===== src/rtl/usbf_ep_data_port_pkg.sv =====
// Shared configuration for the endpoint data-register sequencer: default sizes
// and the 3-bit state encoding used by the FSM.
`ifndef USB_EP_NUM
`define USB_EP_NUM 4
`endif
`ifndef USB_EP0_DATA_DATA_W
`define USB_EP0_DATA_DATA_W 8
`endif
`ifndef USB_EP_DATA_TIMEOUT_CYC
`define USB_EP_DATA_TIMEOUT_CYC 255
`endif

package usbf_ep_data_port_pkg;

    localparam int EP_NUM_DEF      = `USB_EP_NUM;
    localparam int DATA_W_DEF      = `USB_EP0_DATA_DATA_W;
    localparam int TIMEOUT_CYC_DEF = `USB_EP_DATA_TIMEOUT_CYC;

    localparam logic [2:0] ST_IDLE    = 3'd0;
    localparam logic [2:0] ST_WT_WAIT = 3'd1;
    localparam logic [2:0] ST_RD_WAIT = 3'd2;
    localparam logic [2:0] ST_RESP    = 3'd3;
    localparam logic [2:0] ST_RECOVER = 3'd4;

    typedef enum logic [2:0] {
        IDLE    = ST_IDLE,
        WT_WAIT = ST_WT_WAIT,
        RD_WAIT = ST_RD_WAIT,
        RESP    = ST_RESP,
        RECOVER = ST_RECOVER
    } ep_state_e;

endpackage


===== src/rtl/usbf_timeout_cnt.sv =====
// Clear/enable saturating cycle counter; expired_o flags the last allowed
// cycle (count == LIMIT-1) so the owner can leave its state on that edge.
module usbf_timeout_cnt #(
    parameter int LIMIT = 255,
    parameter int CNT_W = $clog2(LIMIT + 1)
) (
    input  logic clk,
    input  logic rst,
    input  logic clr,
    input  logic en,
    output logic expired_o
);

    logic [CNT_W-1:0] cnt_reg;

    always_ff @(posedge clk or posedge rst) begin
        if (rst) begin
            cnt_reg <= '0;
        end else if (clr) begin
            cnt_reg <= '0;
        end else if (en && (cnt_reg != CNT_W'(LIMIT))) begin
            cnt_reg <= cnt_reg + 1'b1;
        end
    end

    assign expired_o = (cnt_reg == CNT_W'(LIMIT - 1));

endmodule


===== src/rtl/usbf_ep_data_port.sv =====
// CPU data-register sequencer: one access becomes a one-cycle request pulse,
// then the bus is held until the matching memory-side ready pulse returns.
module usbf_ep_data_port
    import usbf_ep_data_port_pkg::*;
#(
    parameter int EP_NUM      = EP_NUM_DEF,
    parameter int EP_IDX_W    = 2,
    parameter int DATA_W      = DATA_W_DEF,
    parameter int TIMEOUT_CYC = TIMEOUT_CYC_DEF
) (
    input  logic                       hclk_i,
    input  logic                       rst_i,
    input  logic                       req_valid_i,
    input  logic                       req_write_i,
    input  logic [EP_IDX_W-1:0]        req_ep_i,
    input  logic [DATA_W-1:0]          req_wdata_i,
    output logic                       req_ready_o,
    output logic                       rsp_valid_o,
    output logic [DATA_W-1:0]          rsp_rdata_o,
    output logic                       rsp_err_o,
    output logic [EP_NUM-1:0]          ep_data_wt_req_o,
    output logic [EP_NUM-1:0]          ep_data_rd_req_o,
    output logic [DATA_W*EP_NUM-1:0]   ep_tx_data_o,
    input  logic [DATA_W*EP_NUM-1:0]   ep_rx_data_i,
    input  logic                       mem_wt_ready_i,
    input  logic                       mem_rd_ready_i
);

    ep_state_e           state_reg;
    logic [EP_IDX_W-1:0] ep_reg;
    logic                write_reg;
    logic                stale_reg;
    logic                ready_reg;
    logic                rsp_valid_reg;
    logic                rsp_err_reg;
    logic [DATA_W-1:0]   rsp_rdata_reg;
    logic [EP_NUM-1:0]   wt_req_reg;
    logic [EP_NUM-1:0]   rd_req_reg;

    logic [EP_NUM-1:0]   req_onehot;
    logic [EP_NUM-1:0]   cur_onehot;
    logic [DATA_W-1:0]   tx_slice_reg [EP_NUM];
    logic [DATA_W-1:0]   rx_sel;
    logic                accept;
    logic                req_ep_valid;
    logic                stale_hit;
    logic                cnt_clr;
    logic                cnt_en;
    logic                cnt_expired;

    assign accept       = req_valid_i && ready_reg && (state_reg == IDLE);
    assign req_ep_valid = |req_onehot;
    // Only a late pulse of the type that timed out is swallowed in RECOVER.
    assign stale_hit    = write_reg ? mem_wt_ready_i : mem_rd_ready_i;

    genvar gi;
    generate
        for (gi = 0; gi < EP_NUM; gi++) begin : g_ep
            assign req_onehot[gi] = (req_ep_i == EP_IDX_W'(gi));
            assign cur_onehot[gi] = (ep_reg == EP_IDX_W'(gi));

            always_ff @(posedge hclk_i or posedge rst_i) begin
                if (rst_i) begin
                    tx_slice_reg[gi] <= '0;
                end else if (accept && req_write_i && req_onehot[gi]) begin
                    tx_slice_reg[gi] <= req_wdata_i;
                end
            end

            assign ep_tx_data_o[gi*DATA_W +: DATA_W] = tx_slice_reg[gi];
        end
    endgenerate

    always_comb begin
        rx_sel = '0;
        for (int i = 0; i < EP_NUM; i++) begin
            if (cur_onehot[i]) begin
                rx_sel = ep_rx_data_i[i*DATA_W +: DATA_W];
            end
        end
    end

    // Counter sits at zero in IDLE/RESP so both WAIT and RECOVER start fresh.
    assign cnt_clr = (state_reg == IDLE) || (state_reg == RESP);
    assign cnt_en  = (state_reg == WT_WAIT) || (state_reg == RD_WAIT) ||
                     (state_reg == RECOVER);

    usbf_timeout_cnt #(
        .LIMIT (TIMEOUT_CYC)
    ) u_timeout_cnt (
        .clk       (hclk_i),
        .rst       (rst_i),
        .clr       (cnt_clr),
        .en        (cnt_en),
        .expired_o (cnt_expired)
    );

    always_ff @(posedge hclk_i or posedge rst_i) begin
        if (rst_i) begin
            state_reg     <= IDLE;
            ep_reg        <= '0;
            write_reg     <= 1'b0;
            stale_reg     <= 1'b0;
            ready_reg     <= 1'b0;
            rsp_valid_reg <= 1'b0;
            rsp_err_reg   <= 1'b0;
            rsp_rdata_reg <= '0;
            wt_req_reg    <= '0;
            rd_req_reg    <= '0;
        end else begin
            wt_req_reg    <= '0;
            rd_req_reg    <= '0;
            rsp_valid_reg <= 1'b0;
            case (state_reg)
                IDLE: begin
                    ready_reg <= 1'b1;
                    if (accept) begin
                        ready_reg <= 1'b0;
                        ep_reg    <= req_ep_i;
                        write_reg <= req_write_i;
                        if (!req_ep_valid) begin
                            state_reg     <= RESP;
                            rsp_valid_reg <= 1'b1;
                            rsp_err_reg   <= 1'b1;
                            rsp_rdata_reg <= '0;
                        end else if (req_write_i) begin
                            state_reg  <= WT_WAIT;
                            wt_req_reg <= req_onehot;
                        end else begin
                            state_reg  <= RD_WAIT;
                            rd_req_reg <= req_onehot;
                        end
                    end
                end
                WT_WAIT: begin
                    if (mem_wt_ready_i || cnt_expired) begin
                        state_reg     <= RESP;
                        rsp_valid_reg <= 1'b1;
                        rsp_err_reg   <= !mem_wt_ready_i;
                        rsp_rdata_reg <= '0;
                        stale_reg     <= !mem_wt_ready_i;
                    end
                end
                RD_WAIT: begin
                    if (mem_rd_ready_i || cnt_expired) begin
                        state_reg     <= RESP;
                        rsp_valid_reg <= 1'b1;
                        rsp_err_reg   <= !mem_rd_ready_i;
                        rsp_rdata_reg <= mem_rd_ready_i ? rx_sel : '0;
                        stale_reg     <= !mem_rd_ready_i;
                    end
                end
                RESP: begin
                    rsp_err_reg   <= 1'b0;
                    rsp_rdata_reg <= '0;
                    if (stale_reg) begin
                        state_reg <= RECOVER;
                    end else begin
                        state_reg <= IDLE;
                        ready_reg <= 1'b1;
                    end
                end
                RECOVER: begin
                    if (stale_hit || cnt_expired) begin
                        state_reg <= IDLE;
                        stale_reg <= 1'b0;
                        ready_reg <= 1'b1;
                    end
                end
                default: begin
                    state_reg <= IDLE;
                end
            endcase
        end
    end

    assign req_ready_o      = ready_reg;
    assign rsp_valid_o      = rsp_valid_reg;
    assign rsp_err_o        = rsp_err_reg;
    assign rsp_rdata_o      = rsp_rdata_reg;
    assign ep_data_wt_req_o = wt_req_reg;
    assign ep_data_rd_req_o = rd_req_reg;

endmodule


===== config.mk =====
export PLATFORM = sky130hd
export DESIGN_NAME = usbf_ep_data_port
export DESIGN_NICKNAME = d
export VERILOG_FILES = /design/src/rtl/usbf_ep_data_port_pkg.sv /design/src/rtl/usbf_timeout_cnt.sv /design/src/rtl/usbf_ep_data_port.sv
export SDC_FILE = /design/constraint.sdc
export NUM_CORES = 1
export LEC_CHECK = 0
export BUFFER_PORTS_ARGS = -buffer_cell sky130_fd_sc_hd__buf_2
export CAP_MARGIN = 10
export CORE_MARGIN = 2
export CORE_UTILIZATION = 45
export DETAILED_ROUTE_END_ITERATION = 6
export PLACE_DENSITY_LB_ADDON = 0.1
export SETUP_SLACK_MARGIN = 0.05
export SLEW_MARGIN = 20
export SYNTH_ARGS = -nofsm -noshare
export SYNTH_HDL_FRONTEND = slang
export SYNTH_SLANG_ARGS = --single-unit

===== constraint.sdc =====
create_clock -name hclk_i -period 5.3 [get_ports hclk_i]
set_input_delay 0.53 -clock hclk_i [delete_from_list [all_inputs] [get_ports hclk_i]]
set_output_delay 0.53 -clock hclk_i [all_outputs]
set_load 0.005 [all_outputs]

==> flow_metrics.py <==
metrics = {
    "sta": {
        "hold_viol": 0,
        "layout_setup_ws_ps": 3200,
        "fin_crit_sh_pct": 39.6,
        "fin_setup_tns_ps": 0,
        "setup_viol": 0,
        "relSlewSlack_pct": 46.3,
        "skew_ps": 6.34,
        "drv_slew": 0,
        "post-route-min-period_ps": 2100,
        "rsz0062_at_grt": "no",
        "max_freq_ghz": 0.477,
        "tightest_slew_ps": 805,
    },
    "placement": {
        "port_buffers": 98,
        "gp_congestion": 0.798,
        "post-place-ws_ps": 3210,
        "dp_hpwl_um": 4440,
    },
    "grt": {
        "antenna_found_initial": 0,
        "overflow": 0,
        "grt_max_degree": 67,
        "grt_pass1_wl_um": 10800,
        "grt_pass1_vias": 2313,
        "track_usage_pct": 18.5,
    },
    "setup_path": {
        "timing.rr.start": "state_reg[2]$_DFFE_PP0P_",
        "path_class": "reg -> reg",
        "cp-endpoint": "ep_tx_data_o[0]$_DFFE_PP0P_",
        "reg2reg_slack_ps": 3200,
        "crit_fanout": 17,
        "start_kind": "register",
        "worstPathRequired_ps": 5530,
        "reg2regPathDepth": 4,
        "r2r_end": "ep_tx_data_o[0]$_DFFE_PP0P_",
        "startpoint": "state_reg[2]$_DFFE_PP0P_",
        "endpoint_kind": "register",
        "arrival_ps": 2320,
    },
    "routing": {
        "wl_um": 6320,
        "first_pass_iters": 4,
        "wire_per_inst_um": 14.8,
        "drt_iter0_drc": 82,
        "drc": 0,
        "viasPerCell": 5.45,
        "vias": 2323,
        "ant_nets": 0,
    },
    "clock_network": {
        "post_cts_buffers": 0,
        "clock_path_buffers": 2,
        "cts_inserted_buffers": 9,
        "insertion_delay_ps": 350,
        "path_clk_slew_ps": 80,
        "cts-root-buf": "clkbuf_8",
        "htreeDepth": 3,
        "post_cts_resized": 0,
        "clock-sinks": 66,
        "cts_tree": "done",
        "holdBufCountCts": 0,
    },
    "finish": {
        "final_common_cell": "buf_2",
        "area_growth_pct": 26.1,
        "final_nets": 391,
        "diodes": 0,
        "mostFrequentLayoutCells": "buf_2 (98), dfrtp_1 (66), mux2_2 (26)",
        "layout-drive-gt1-share_pct": 48.0,
        "largest_reg_flops": 32,
    },
    "logic_synthesis": {
        "synthSimpleGateAreaFrac_pct": 10.2,
        "yosysUniqueCellTypes": 45,
        "synth_top_family_by_area": "multiplexers",
        "syn_area_per_cell_um2": 12.8,
        "yosys.area.top_type_share_pct": 53.9,
        "synth_area_leaders": "dfrtp_1 (54%), mux2_2 (9.5%), mux4_2 (5.9%), mux2_4 (3.9%), o2bb2ai_1 (2.3%)",
        "ys_seq_area_share_pct": 53.9,
        "synth_flop_cell": "dfrtp_1",
        "synth_xor_area_share_pct": 0.286,
        "synthArstFlopShare_pct": 100,
        "synth_fa_ha_area_share_pct": 0.816,
        "synthCells": 239,
        "synth_top_area_cell": "dfrtp_1",
        "synth_area_mm2": 0.00307,
        "synth_seq_cells": 66,
        "synth_nets": 289,
        "synth-edff-count": 0,
        "yosysWarnings": 0,
        "synthMuxAreaShare_pct": 21.3,
        "synth_compound_area_share_pct": 10.2,
    },
    "floorplan": {
        "die_h_um": 86.6,
        "boundaryPins": 99,
        "initial_utilization_pct": 45.9,
        "dieWidth_um": 86.6,
        "dieArea_mm2": 0.00749,
        "core_area_mm2": 0.00668,
        "num_rows": 30,
    },
    "power": {
        "peakVddDrop_v": 0.000284,
        "leakagePower_uw": 0.00199,
        "p_per_area_mw_per_mm2": 557,
    },
    "run_status": {
        "status": "completed",
    },
    "run": {
        "cap_violations": 0,
    },
    "worst_hold_path": {
        "min_path_type": "in -> async",
    },
}
worst max-delay path, stage by stage (launching register included):
cell     delay, ps
dfrtp_1        590
nor3_4         280
nand4_4        160
or3_1          570
mux2_4         370
through the flow:
step	util, %	cell area (um^2)	total power [uW]	cells	hold WS (ps)
floorplan	-	3070	1380	239	460
global placement	54.1	3610	1640	410	469
detailed placement	54.1	3610	1650	410	470
CTS	57.9	3870	2180	426	396
global route	57.9	3870	2320	426	407
finish	57.9	3870	2150	426	407
Yosys cell counts (all sizes together) (3+ instances only):
| cell | n |
|---|---|
| nand2 | 14 |
| nand3 | 9 |
| o21ai | 7 |
| buf | 4 |
| inv | 14 |
| dfrtp | 66 |
| a21o | 3 |
| mux4 | 8 |
| o2bb2ai | 8 |
| mux2 | 34 |
| a21oi | 8 |
| nand2b | 4 |
| nor2 | 9 |
| o22ai | 4 |
| o21a | 3 |
| mux2i | 6 |
| nand4 | 4 |
| nor3 | 6 |
| clkbuf | 4 |
area by class of cell:
type,count,area [um^2]
Fill cell,588,2820
Tap cell,80,100
Sequential cell,66,1650
Timing Repair Buffer,99,498
Clock buffer,10,138
Clock inverter,6,114
Multi-Input combinational cell,151,1310
Inverter,14,52.6
kinds of logic after synthesis:
group | after synthesis
DFF | 66
AOI/OAI and AO/OA | 44
and+or+nand+nor | 56
muxes | 48
buffers and inverters | 22
xor gates and xnor gates | 1
adders and majority gates | 2
power by group:
group / switching [uW] / internal, uW / total (uW)
Combinational: 341 / 420 / 761
Sequential: 175 / 695 / 870
Clock: 198 / 326 / 524
layer usage:
| metal | global-route usage (%) | part of all wire [%] | vias to the layer above |
|---|---|---|---|
| li1 | - | - | 1097 |
| met1 | 23.3 | 43 | 1154 |
| met2 | 29.8 | 49 | 63 |
| met3 | 6.57 | 6.9 | 9 |
| met4 | 5.97 | 1.3 | 0 |
| met5 | 0 | 0 | - |
how the worst min path moves through the flow:
stage / startpoint / endpoint / cells past startpoint
after floorplan: u_timeout_cnt.cnt_reg[7]$_DFFE_PP0P_ / u_timeout_cnt.cnt_reg[7]$_DFFE_PP0P_ / 1
after global placement: rsp_rdata_o[4]$_DFFE_PP0P_ / rsp_rdata_o[4]$_DFFE_PP0P_ / 1
after detailed placement: rsp_rdata_o[4]$_DFFE_PP0P_ / rsp_rdata_o[4]$_DFFE_PP0P_ / 1
after CTS: req_ep_i[1] / ep_data_rd_req_o[0]$_DFF_PP0_ / 2
after global routing: req_ep_i[1] / ep_data_rd_req_o[0]$_DFF_PP0_ / 2
final: rst_i / ep_tx_data_o[10]$_DFFE_PP0P_ / 3
Note: power is estimated with default switching activity, not from simulation.
